### config.mk
export PLATFORM = sky130hd
export DESIGN_NAME = pe_rank_receiver
export DESIGN_NICKNAME = d
export VERILOG_FILES = /design/src/rtl/pe_rank_receiver.sv
export SDC_FILE = /design/constraint.sdc
export NUM_CORES = 1
export LEC_CHECK = 0
export ABC_CLOCK_PERIOD_IN_PS = 2600
export BUFFER_PORTS_ARGS = -buffer_cell sky130_fd_sc_hd__buf_2
export CORE_ASPECT_RATIO = 0.75
export CORE_UTILIZATION = 55
export DETAILED_ROUTE_END_ITERATION = 8
export HOLD_SLACK_MARGIN = 0.02
export PLACE_DENSITY = 0.72
export SLEW_MARGIN = 25
export SYNTH_ARGS = -nofsm -noshare
export SYNTH_HDL_FRONTEND = slang
export SYNTH_SLANG_ARGS = --single-unit
### constraint.sdc
create_clock -name clk -period 2.6 [get_ports clk]
set_input_delay 0.39 -clock clk [delete_from_list [all_inputs] [get_ports clk]]
set_output_delay 0.39 -clock clk [all_outputs]
set_load 0.02 [all_outputs]
### src/rtl/pe_rank_receiver.sv
// pe_rank_receiver: collects a V set of rank entries from UV router packets into a readable buffer
// Ports:
//   clk, rst           clock; asynchronous active-high reset
//   arm, rank_no       start a new reception of rank_no entries (sampled on arm)
//   in_valid, in_data  router packet {info, addr, data}; in_rdy is the receiver's ready
//   rd_en, rd_addr     buffer read request; rd_data is valid one cycle later
//   rank_done          one-cycle pulse when the set is complete
//   rank_ready         level while the buffer holds a complete set
//   consume            PE has finished with the set
//   rx_err             sticky protocol error
module pe_rank_receiver #(
    parameter int ROUTER_WIDTH = 36,
    parameter int RANK_WIDTH = 6,
    parameter int DATA_WIDTH = 16,
    parameter logic [3:0] INFO_UV = 4'd3
) (
    input  logic                    clk,
    input  logic                    rst,
    input  logic                    arm,
    input  logic [RANK_WIDTH-1:0]   rank_no,
    input  logic                    in_valid,
    input  logic [ROUTER_WIDTH-1:0] in_data,
    output logic                    in_rdy,
    input  logic                    rd_en,
    input  logic [RANK_WIDTH-1:0]   rd_addr,
    output logic [DATA_WIDTH-1:0]   rd_data,
    output logic                    rank_done,
    output logic                    rank_ready,
    input  logic                    consume,
    output logic                    rx_err
);
    localparam logic [1:0] IDLE = 2'd0;
    localparam logic [1:0] RECV = 2'd1;
    localparam logic [1:0] FULL = 2'd2;
    localparam logic [RANK_WIDTH-1:0] ONE = 1;

    logic [1:0]            state;
    logic [RANK_WIDTH-1:0] rx_cnt, exp_reg;
    logic [DATA_WIDTH-1:0] mem [2**RANK_WIDTH];

    logic [3:0]            info;
    logic [15:0]           addr;
    logic [RANK_WIDTH-1:0] idx;
    logic                  arm_ok, acc, in_range, wr, last, err, rel, empty_set;

    assign info = in_data[ROUTER_WIDTH-1 -: 4];
    assign addr = in_data[ROUTER_WIDTH-5 -: 16];
    assign idx = addr[RANK_WIDTH-1:0];
    assign in_rdy = state != FULL;

    always_comb begin
        arm_ok = arm && state == IDLE;
        empty_set = arm_ok && rank_no == '0;
        acc = in_valid && in_rdy && info == INFO_UV;
        in_range = addr[15:RANK_WIDTH] == '0 && idx < exp_reg;
        wr = state == RECV && acc && in_range;
        last = wr && (rx_cnt + ONE) == exp_reg;
        rel = state == FULL && consume;
        // rx_cnt doubles as the expected in-order index: both clear on arm and advance on every counted packet
        err = (arm && state != IDLE) || (state == RECV && acc && (!in_range || idx != rx_cnt));
    end

    always_ff @(posedge clk or posedge rst) begin
        if (rst) begin
            state <= IDLE;
            rx_cnt <= '0;
            exp_reg <= '0;
            rank_done <= 1'b0;
            rank_ready <= 1'b0;
            rx_err <= 1'b0;
        end else begin
            state <= arm_ok ? (empty_set ? FULL : RECV) : last ? FULL : rel ? IDLE : state;
            exp_reg <= arm_ok ? rank_no : exp_reg;
            rx_cnt <= arm_ok ? '0 : wr ? rx_cnt + ONE : rx_cnt;
            rank_done <= empty_set || last;
            rank_ready <= empty_set || last || (rank_ready && !rel);
            rx_err <= arm_ok ? 1'b0 : rx_err || err;
        end
    end

    always_ff @(posedge clk) begin
        if (wr)
            mem[idx] <= in_data[DATA_WIDTH-1:0];
    end

    always_ff @(posedge clk or posedge rst) begin
        if (rst)
            rd_data <= '0;
        else if (rd_en)
            rd_data <= mem[rd_addr];
    end
endmodule
* Word-level counts from Yosys, hierarchy flattened *
Memory sizes are Yosys's and may differ from the RTL's. A register that Yosys moved wholly into a read port is not among the register bits.
Cells that the tools add are included.

storage, ports and cells
  bits in registers = 17
  RAM bits = 1,024
  input port bits = 54
  output and inout bits = 20
  word-level logic and storage cells = 49
  memories kept = 1

cells by class
  add/subtract/negate cells = 1
  $lt $le $gt $ge = 1
  equality and inequality tests = 6
  muxes and demuxes = 9
  reductions and logical operators = 25

memory list
  name  words  bits a word  read ports  clocked after Yosys merged registers in  wr ports  RTL line  source
  mem   64     16           1           1                                        1         39        logic [DATA_WIDTH-1:0] mem [2**RANK_WIDTH];

operators by type and width
  operator             number
  $logic_and 1x1->1    12
  $mux 6               2
  $logic_not 10->1     1
  $mux 2               4
  $add 6x1->6 const B  1
  $eq 6x6->1           1
  $logic_not 6->1      1
  $lt 6x6->1           1
  $ne 6x6->1           1
  $logic_or 1x1->1     5
  $eq 4x2->1 const B   1
  $reduce_bool 2->1    2
  $mux 1               3
  $reduce_bool 3->1    1
  $eq 2x1->1 const B   1
  $eq 2x2->1 const B   1
  $logic_not 1->1      2
  $logic_not 2->1      1
  $ne 2x2->1 const B   1

* Longest topological paths before layout *
  word-level depth = 8
  mapped depth = 10
  mapped depth without buffers = 8

* Worst setup path after synthesis *
OpenSTA, ideal clock, no wires.

  path type = input to register
  start point = in in_data[18]
  end point = mem mem[62][0] (enable)
  setup time = 389 ps
  arrival = 2,505 ps
  required time = 2,211 ps
  slack = -294 ps
  cell stages on the path = 7
  path buffers = 0
  cell sequence = ha_1 > a211oi_1 > o21ai_1 > a211o_1 > nor2_4 > nand3_1 > nor2_1

between the ends
  word-level cells in the longest chain between the ends = 5

RTL lines
  element                       RTL line  source
  from (decl)                   22        input logic [ROUTER_WIDTH-1:0] in_data,
  $lt 6x6->1                    55        in_range = addr[15:RANK_WIDTH] == '0 && idx < exp_reg;
  $logic_and 1x1->1             55
  $logic_and 1x1->1             56        wr = state == RECV && acc && in_range;
  $mux 1                        82        if (wr)
  $mux 1 (implied by the code)  83        mem[idx] <= in_data[DATA_WIDTH-1:0];
  to (decl)                     39

Several ways; a longest one is shown, not always the timed one.

* Worst setup path in the final report *
  start point = reg exp_reg[2]
  end point = mem mem[59][12] (enable)

between the ends
  word-level cells in the longest chain between the ends = 5

RTL lines
  element                       RTL line  source
  from (decl)                   38        logic [RANK_WIDTH-1:0] rx_cnt, exp_reg;
  from (signal assigned)        73        exp_reg <= arm_ok ? rank_no : exp_reg;
  $lt 6x6->1                    55
  $logic_and 1x1->1             55
  $logic_and 1x1->1             56
  $mux 1                        82
  $mux 1 (implied by the code)  83

No other way between the ends.

==> impl_metrics.yaml <==
outcome:
  result_of_the_run: "complete, no violations"
sta:
  unrepaired_setup_endpoints_after_global_routing: "yes"
  maxSlewViolCount: 0
  timing_hold_violations_final: 0
  final.period_utilization_pct: 98.1
  relSlewSlack_pct: 40.2
  setup_viol: 0
  fin_crit_ns: 2.55
  fin_ws_ns: 0.0485
  worst_pin_slew_ns: 0.897
  fmax_mhz: 392
  fin_worst_skew_ns: 0.0215
setup_path:
  setup.worst_path.end_class: "register"
  critical_path_required_ns: 2.97
  worst_setup_path_type: "reg2reg"
  r2r_setup_slack_ns: 0.05
  critical_path.startpoint_type: "register"
  crit_path_max_fanout: 8
  cp_data_arrival_time_ns: 2.93
yosys:
  cell_type_with_the_largest_total_area_after_synthesis: "edfxtp_1"
  synthesis.area_sq_um: 41300
  synthFlopType: "edfxtp_1"
  synthesis.yosys.warnings: 0
  synth.most_common_cell: "edfxtp_1"
  ys_top_cells_by_count: "1024 x edfxtp_1, 228 x mux2i_1, 150 x mux4_2, 85 x nor2_1, 81 x o22ai_1"
  synthCells: 2111
  synth-seq-cells: 1057
  netlist_top_cells_area: "edfxtp_1 75%, mux4_2 8.2%, mux2i_1 5.5%"
  synth_enable_flop_cells: 1024
  synth_seq_area_share_pct: 76.5
  avgSynthCellArea_sq_um: 19.5
  area_share_of_the_largest_cell_type_after_synthesis_pct: 74.5
  ys_types: 54
  synth_fp_nets: 2171
  postSynth.asyncResetShare_pct: 3.12
placement:
  dp.cells: 3248
  pre_cts_slack_ns: -0.150
  place_hpwl_um: 64900
  portBuffers: 73
  gp_routability_congestion: 0.899
die:
  fp.dieH_um: 239
  core_region_area_sq_um: 73800
  floorplan.io_pins: 74
  floorplan.die_area_sq_um: 76100
  start_util_pct: 55.9
  die_width_um: 318
  row_count: 86
clocking:
  root_buffer: "clkbuf_16"
  h-tree-depth: 3
  clk_pin_slew_ns: 0.06
  cts-buffers-inserted: 97
  worst_skew_pair_later_pin_latency_ns: 0.67
  cts.sinks: 1057
  cts_buffer_depth: 3
  cts_tree: "done"
detailed_routing:
  number_of_vias_in_the_routed_layout: 21800
  detailroute.wirelength.met2_um: 45600
  detail_route.wl_per_cell_um: 30.0
  number_of_nets_with_antenna_violations_after_detailed_routing: 0
  initialDrtViolationCount: 3326
  routed_wl_um: 103000
  detailedRoute.firstPassIterationCount: 6
  drc: 0
  vias_per_cell: 6.37
  detail_route.wirelength.met1_um: 42900
  met3_length_um: 12200
  maxUsedRoutingLayer: "met4"
cells_and_area:
  biggest_register: "mem"
  syn2layout_area_growth_pct: 16.4
  reg.largest.list: "mem: 1024 flops, rd_data: 16 flops"
  final-instance-count-excl-fill: 3425
  final_layout_size_suffix_gt1_share_pct: 25.8
  largest_register_ffs: 1024
  antenna-diode-count: 0
  final_core_utilization_pct: 65.1
  finalNetCount: 2451
job:
  max_cap_viol_count: 0
hold_path:
  worst_hold_path_type: "in2reg"
power_and_ir_drop:
  total_power_uw: 34700
  power_density_of_the_placed_cells_nw_per_um2: 723
  power.leakage_uw: 0.0162
  vdd.ir_drop.worst_v: 0.000663
global_routing:
  grt_antenna_before_repair: 3
  pin_count_of_the_biggest_net_entering_global_routing: 65
  overflow: 0
  grtUsageTotal_pct: 27.5
  grt_pass1_vias: 21700
  global_route_wire_length_before_repair_um: 149000
## repair_timing
item,CTS,global route
buffers inserted,0,1
pin swaps,0,3
gates resized for setup,10,26
endpoints found under the hold margin,40,0
hold buffers,8,0
gates cloned,0,3
endpoints found under the setup margin,132,1000
## stage by stage
step / hold slack, ns / cell area, sq um / TNS (ns)
2_1_floorplan: 0.489 / 41300 / -212.73
3_3_place_gp: 0.455 / 44700 / -28.22
3_5_place_dp: 0.485 / 44700 / -51.84
4_1_cts: 0.0349 / 47800 / 0
5_1_grt: 0.0901 / 48000 / -0.240
6_report: 0.0590 / 48000 / 0
## placed cells by master, fill, tap and decap left out, drive strengths merged, types with 2 or more instances in the layout
master       instances
a211oi              23
a21oi               34
a22oi               42
and2                 4
and3                 5
buf                288
bufinv               8
clkbuf             117
clkinv              38
clkinvlp             3
dfrtp               33
dlygate4sd3          8
edfxtp            1024
ha                   6
inv                 16
mux2                17
mux2i              228
mux4               150
nand2               71
nand2b               3
nand3               23
nand3b               8
nand4                4
nand4b               6
nand4bb              2
nor2                87
nor2b               26
nor3                 2
nor4                20
o211ai              22
o21ai               23
o221ai               5
o22ai               81
or3                  3
or3b                 2
xnor2                8
xor2                 8
## kinds of logic (layout without fill, tap and decap cells)
family	Yosys count	in the layout	share of synthesized area, %
compound gates	234	234	3.73
fa+ha+maj	6	6	0.182
mux	395	395	14.2
buf+inv	132	478	1.66
xor+xnor	17	17	0.394
flops	1057	1057	76.5
simple gates	270	270	3.32
## power by group
| part | switching [uW] | internal (uW) | total (uW) |
|---|---|---|---|
| clock | 6000 | 7680 | 13700 |
| combinational | 1370 | 843 | 2220 |
| sequential | 98.2 | 18700 | 18800 |
## layout make-up
cell class / instances / area [sq um]
inverters: 14 / 52.6
flip-flops and latches: 1057 / 31600
clock buffers: 114 / 2520
fillers: 4873 / 25800
multi-input cells: 922 / 9130
repair buffers: 299 / 3060
clock inverters: 51 / 467
well taps: 968 / 1210
## worst paths after layout
path                             from           to  depth (start not counted)
max                        exp_reg[2]  mem[59][12]                         11
min                           consume   rank_ready                          4
max reg2reg                exp_reg[2]  mem[59][12]                         11
min reg2reg                rank_ready   rank_ready                          2
max in group asynchronous         rst       rx_err                          4
min in group asynchronous         rst  rd_data[12]                          4
## critical path, cell delays in order, from the launching register on
cell	delay, ns
dfrtp_1	0.38
inv_1	0.10
ha_4	0.21
a211oi_2	0.19
o21ai_2	0.09
buf_4	0.15
a211oi_4	0.20
buf_6	0.17
nand4b_2	0.15
buf_12	0.19
nor2_4	0.19
clkbuf_16	0.22
## per-layer routing
metal  up-vias  track usage [%]
met5         -                0
met3       161             7.32
li1       9172                -
met4         0             5.94
met2      1267             40.2
met1     11200             41.7
Power figures use the tool's default switching activity.
